===== config.mk =====
export PLATFORM = sky130hd
export DESIGN_NAME = bt_uart_rx
export DESIGN_NICKNAME = d
export VERILOG_FILES = /design/src/rtl/bt_uart_rx.sv
export SDC_FILE = /design/constraint.sdc
export NUM_CORES = 1
export LEC_CHECK = 0
export ABC_CLOCK_PERIOD_IN_PS = 3180
export BUFFER_PORTS_ARGS = -buffer_cell sky130_fd_sc_hd__buf_2
export CORE_MARGIN = 5
export CORE_UTILIZATION = 45
export DETAILED_ROUTE_END_ITERATION = 6
export GPL_ROUTABILITY_DRIVEN = 1
export SYNTH_ARGS = -nofsm -noshare
export SYNTH_HDL_FRONTEND = slang
export SYNTH_SLANG_ARGS = --single-unit
export TNS_END_PERCENT = 1

===== constraint.sdc =====
create_clock -name clk_100 -period 3.18 [get_ports clk_100]
set_input_delay 0.159 -clock clk_100 [delete_from_list [all_inputs] [get_ports clk_100]]
set_output_delay 0.159 -clock clk_100 [all_outputs]
set_load 0.01 [all_outputs]

===== src/rtl/bt_uart_rx.sv =====
// bt_uart_rx: UART 8N1 receiver holding the last good byte; BT_CMD_FILTER_EN restricts accepted bytes to 8'hA1..8'hA8
module bt_uart_rx #(
  parameter int CLK_HZ = 100000000,
  parameter int BAUD   = 9600
) (
  input  logic       clk_100,
  input  logic       rst,
  input  logic       rx,
  output logic [7:0] data,
  output logic       data_valid,
  output logic       frame_err,
  output logic       busy
);
  localparam int BAUD_DIV = CLK_HZ / BAUD;
  localparam int HALF_DIV = BAUD_DIV / 2;
  localparam int CW = $clog2(BAUD_DIV);
  localparam logic [CW-1:0] HALF_T = CW'(HALF_DIV - 1);
  localparam logic [CW-1:0] BAUD_T = CW'(BAUD_DIV - 1);
  typedef enum logic [2:0] {IDLE, START, DATA, STOP, BREAK} state_t;
  state_t state, state_n;
  logic rx_m, rx_s;
  logic [CW-1:0] cnt, cnt_n;
  logic [2:0] idx, idx_n;
  logic [7:0] shift, shift_n, data_n;
  logic dv_n, fe_n, accept;
`ifdef BT_CMD_FILTER_EN
  assign accept = shift inside {[8'hA1:8'hA8]};
`else
  assign accept = 1'b1;
`endif
  assign busy = state != IDLE;
  always_ff @(posedge clk_100) begin
    if (rst) begin
      rx_m       <= 1'b1;
      rx_s       <= 1'b1;
      state      <= IDLE;
      cnt        <= '0;
      idx        <= '0;
      shift      <= '0;
      data       <= '0;
      data_valid <= 1'b0;
      frame_err  <= 1'b0;
    end else begin
      rx_m       <= rx;
      rx_s       <= rx_m;
      state      <= state_n;
      cnt        <= cnt_n;
      idx        <= idx_n;
      shift      <= shift_n;
      data       <= data_n;
      data_valid <= dv_n;
      frame_err  <= fe_n;
    end
  end
  always_comb begin
    state_n = state;
    cnt_n   = cnt + 1'b1;
    idx_n   = idx;
    shift_n = shift;
    data_n  = data;
    dv_n    = 1'b0;
    fe_n    = 1'b0;
    case (state)
      IDLE: begin
        cnt_n   = '0;
        state_n = rx_s ? IDLE : START;
      end
      START: if (cnt == HALF_T) begin
        cnt_n   = '0;
        idx_n   = '0;
        state_n = rx_s ? IDLE : DATA;
      end
      DATA: if (cnt == BAUD_T) begin
        cnt_n          = '0;
        shift_n[idx]   = rx_s;
        idx_n          = idx + 3'd1;
        state_n        = idx == 3'd7 ? STOP : DATA;
      end
      STOP: if (cnt == BAUD_T) begin
        cnt_n   = '0;
        state_n = rx_s ? IDLE : BREAK;
        fe_n    = !rx_s;
        dv_n    = rx_s && accept;
        data_n  = rx_s && accept ? shift : data;
      end
      BREAK: begin
        cnt_n   = '0;
        state_n = rx_s ? IDLE : BREAK;
      end
      default: begin
        cnt_n   = '0;
        state_n = IDLE;
      end
    endcase
  end
endmodule


==> summary.json <==
{
  "power_and_ir_drop": {
    "power.switching_w": 0.000257,
    "worst_ir_drop_vdd_mv": 0.215,
    "p_sw_frac": 0.266,
    "pwr-share-seq": 0.537,
    "power_frac_comb": 0.100,
    "internal_power_w": 0.000708,
    "power-per-cell-area_nw_per_um2": 482,
    "p_clk_frac": 0.363,
    "power.leakage_nw": 0.681
  },
  "place": {
    "dpl_worst_slack_ps": 1040,
    "dp_hpwl_microns": 2680,
    "final_wtd_congestion": 0.798,
    "place_area_sq_um": 1910,
    "port-buffer-count": 13
  },
  "worst_setup_path": {
    "cell_chain_critical_path": "ha_1, and4_1, nand4_2, buf_4, a22oi_2, a221oi_1",
    "cp_data_arrival_time_ps": 2280,
    "critPathMaxStageDelay_ps": 610,
    "path_delay_family": "compound AO/OA/AOI/OAI gates",
    "critPathBufInv": 1,
    "critical_path_capture_point_type": "flop",
    "slowest_stage": "sky130_fd_sc_hd__a22oi_2",
    "timing.critical_path.required_ps": 3310,
    "worstPathMaxFanout": 31,
    "critical_path_class": "flop to flop",
    "crit_path_start_kind": "flop"
  },
  "cts": {
    "post_cts_resize_count": 0,
    "post_cts_hold_buffer_count": 0,
    "clkSinkCount": 40,
    "htree_levels": 2,
    "cts.root.buffer_cell": "sky130_fd_sc_hd__clkbuf_8",
    "tritoncts_clock_tree": "done",
    "ctsLongestPathBuffers": 2,
    "post-cts-setup-buffer-count": 0,
    "clk-insertion-delay-late_ps": 290,
    "tritoncts.num_buffers": 5,
    "cts.reportedPaths.clkPinSlew_ps": 70
  },
  "die": {
    "start_util": 0.460,
    "core_area_sq_um": 3970,
    "fp-row-count": 23,
    "die-height_microns": 73.7,
    "ios": 14,
    "fp.dieArea_sq_um": 5440,
    "die_w_microns": 73.7
  },
  "sta": {
    "timing.final.crit_period_ps": 2150,
    "setup_viol": 0,
    "final-max-slew-violation-count": 0,
    "final_critical_path_setup_slack_ps": 1030,
    "max_clock_freq_mhz": 466,
    "worstMarginPinSlew_ps": 812,
    "timing.final.crit_share": 0.675,
    "finalClockSkew_ps": 6.42,
    "maxSlewHeadroom": 0.456,
    "holdWs_ps": 58.1,
    "grt_setup_unrepaired": "no",
    "setup_tns_ps": 0,
    "final-hold-violation-count": 0
  },
  "synth": {
    "synth-async-reset-ratio": 0,
    "post_synth_main_area_contributors": "sky130_fd_sc_hd__dfxtp_1, sky130_fd_sc_hd__a21oi_1, sky130_fd_sc_hd__nand3_1",
    "synthTopCellsByCount": "sky130_fd_sc_hd__dfxtp_1, sky130_fd_sc_hd__a21oi_1, sky130_fd_sc_hd__nand3_1",
    "dominantRegCellSynth": "sky130_fd_sc_hd__dfxtp_1",
    "yosysWarnings": 0,
    "netlist_instances": 207,
    "synth-seq-area-share": 0.438,
    "synth_area_per_cell_sq_um": 8.83,
    "yosys_register_bits": 40,
    "syn_area_sq_um": 1830,
    "top_count_cell_post_synth": "sky130_fd_sc_hd__dfxtp_1",
    "postSynthNetCount": 213,
    "dominant_cell_type_by_area_after_synthesis": "sky130_fd_sc_hd__dfxtp_1",
    "yosysUniqueCellTypes": 41,
    "synth_top_area_share": 0.438,
    "synth_edf_count": 0
  },
  "flow_run": {
    "max_cap_violation_count": 0
  },
  "final_layout": {
    "syn2layout_area_growth_pct": 9.38,
    "design_area_sq_um": 2000,
    "n_antenna_cell": 0,
    "final_layout_size_suffix_gt1_frac": 0.140,
    "post-route-util": 0.503,
    "num-nets-final": 220
  },
  "route": {
    "firstDrtPassIters": 4,
    "ant_nets": 0,
    "count_of_routing_violations_after_the_opening_detailed_route_iteration": 104,
    "postRouteWirelength_microns": 3930,
    "num_vias": 1540,
    "remaining_drc_errors": 0,
    "drt-wirelength-per-cell_microns": 14.8,
    "avgViaCountPerCell": 5.81
  },
  "global_routing": {
    "globalRouteOverflowTotal": 0,
    "antenna_found_initial": 0,
    "largest_net_degree_at_the_start_of_global_routing": 32,
    "groute.usage.overall": 0.153,
    "number_of_global_route_vias_before_repair": 1432,
    "global_route_wire_length_before_repair_microns": 6510
  },
  "outcome": {
    "result_of_the_run": "complete, no violations"
  },
  "worst_hold_path": {
    "min-delay-path-class": "input port to flop"
  }
}
-- flip-flops by register name, summed over array words and instances, names as in the netlist --
register,cells
rx_m,1
state,3
shift,8
rx_s,1
cnt,14
data_valid,1
frame_err,1
idx,3
data,8
-- through the flow --
step                      instances  total power [W]
after detailed placement        257         0.000626
after global placement          257         0.000623
after floorplan                 207         0.000605
after global routing            265         0.000997
final                           265         0.000964
after CTS                       265         0.000972
-- cell type report --
| class | count | area [sq um] |
|---|---|---|
| Tap cell | 50 | 62.6 |
| Sequential cell | 40 | 801 |
| Fill cell | 393 | 1970 |
| Multi-Input combinational cell | 151 | 963 |
| Clock buffer | 6 | 82.6 |
| Inverter | 2 | 7.51 |
| Timing Repair Buffer | 14 | 72.6 |
| Clock inverter | 2 | 10.0 |
-- routing by layer --
metal / GRT usage / up-vias / wire (microns) / part of all wire
met5: 0 / - / 0 / 0
met4: 0.0664 / 0 / 68 / 0.017
met3: 0.0369 / 7 / 204 / 0.052
met2: 0.220 / 35 / 1660 / 0.42
met1: 0.214 / 723 / 2000 / 0.51
li1: - / 775 / - / -
-- kinds of logic after synthesis --
group                    after synthesis  share of synthesized area
AO/OA/AOI/OAI                         46                      0.149
XOR/XNOR                              11                     0.0527
adder cells (fa/ha/maj)                3                     0.0205
buffers and inverters                 16                     0.0349
flip-flops                            40                      0.438
AND/OR/NAND/NOR                       91                      0.305
-- final timing paths --
| path | from | end | slack (ps) | depth (start not counted) |
|---|---|---|---|---|
| setup / recovery | cnt[0]$_SDFF_PP0_ | state[0]$_SDFFE_PP0P_ | 1030 | 6 |
| hold / removal | rx | rx_m$_SDFF_PP1_ | 60 | 2 |
| setup reg to reg | cnt[0]$_SDFF_PP0_ | state[0]$_SDFFE_PP0P_ | 1030 | 6 |
| hold reg to reg | rx_m$_SDFF_PP1_ | rx_s$_SDFF_PP1_ | 430 | 1 |
-- placed cells by master (no fill, tap or decap), types with 2 or more instances in the layout --
master	synthesis	routed
sky130_fd_sc_hd__nand4_1	4	4
sky130_fd_sc_hd__ha_1	3	3
sky130_fd_sc_hd__nor2_1	6	6
sky130_fd_sc_hd__a211oi_1	2	2
sky130_fd_sc_hd__nor3b_1	3	3
sky130_fd_sc_hd__xor2_1	5	5
sky130_fd_sc_hd__nand3_1	19	19
sky130_fd_sc_hd__dfxtp_1	40	40
sky130_fd_sc_hd__buf_2	3	13
sky130_fd_sc_hd__a21oi_1	20	20
sky130_fd_sc_hd__or3_1	10	10
sky130_fd_sc_hd__xnor2_1	6	6
sky130_fd_sc_hd__clkinv_2	0	2
sky130_fd_sc_hd__nor2b_1	2	2
sky130_fd_sc_hd__clkbuf_8	0	6
sky130_fd_sc_hd__nand2_1	9	9
sky130_fd_sc_hd__o41ai_1	2	2
sky130_fd_sc_hd__or2_2	2	2
sky130_fd_sc_hd__o21ai_0	15	15
sky130_fd_sc_hd__and3_1	4	4
sky130_fd_sc_hd__nand3b_1	2	2
sky130_fd_sc_hd__and4_1	3	3
sky130_fd_sc_hd__inv_1	2	2
sky130_fd_sc_hd__o221ai_1	3	3
sky130_fd_sc_hd__nor3_1	15	15
-- worst reg2reg max path: stages (launching register included) --
cell and delay (ps):
sky130_fd_sc_hd__dfxtp_1 380, sky130_fd_sc_hd__ha_1 230, sky130_fd_sc_hd__and4_1 270, sky130_fd_sc_hd__nand4_2 100, sky130_fd_sc_hd__buf_4 240, sky130_fd_sc_hd__a22oi_2 610
sky130_fd_sc_hd__a221oi_1 160
-- power by group through the flow --
stage / Combinational [W] / Sequential (W) / Clock, W
global placement: 0.0000941 / 0.000528 / 0
detailed placement: 0.0000967 / 0.000529 / 0
global route: 0.000108 / 0.000519 / 0.000369
finish: 0.0000962 / 0.000518 / 0.000350
floorplan: 0.0000796 / 0.000526 / 0
CTS: 0.0000971 / 0.000517 / 0.000358
No activity file was read; power rests on OpenSTA's default activity.
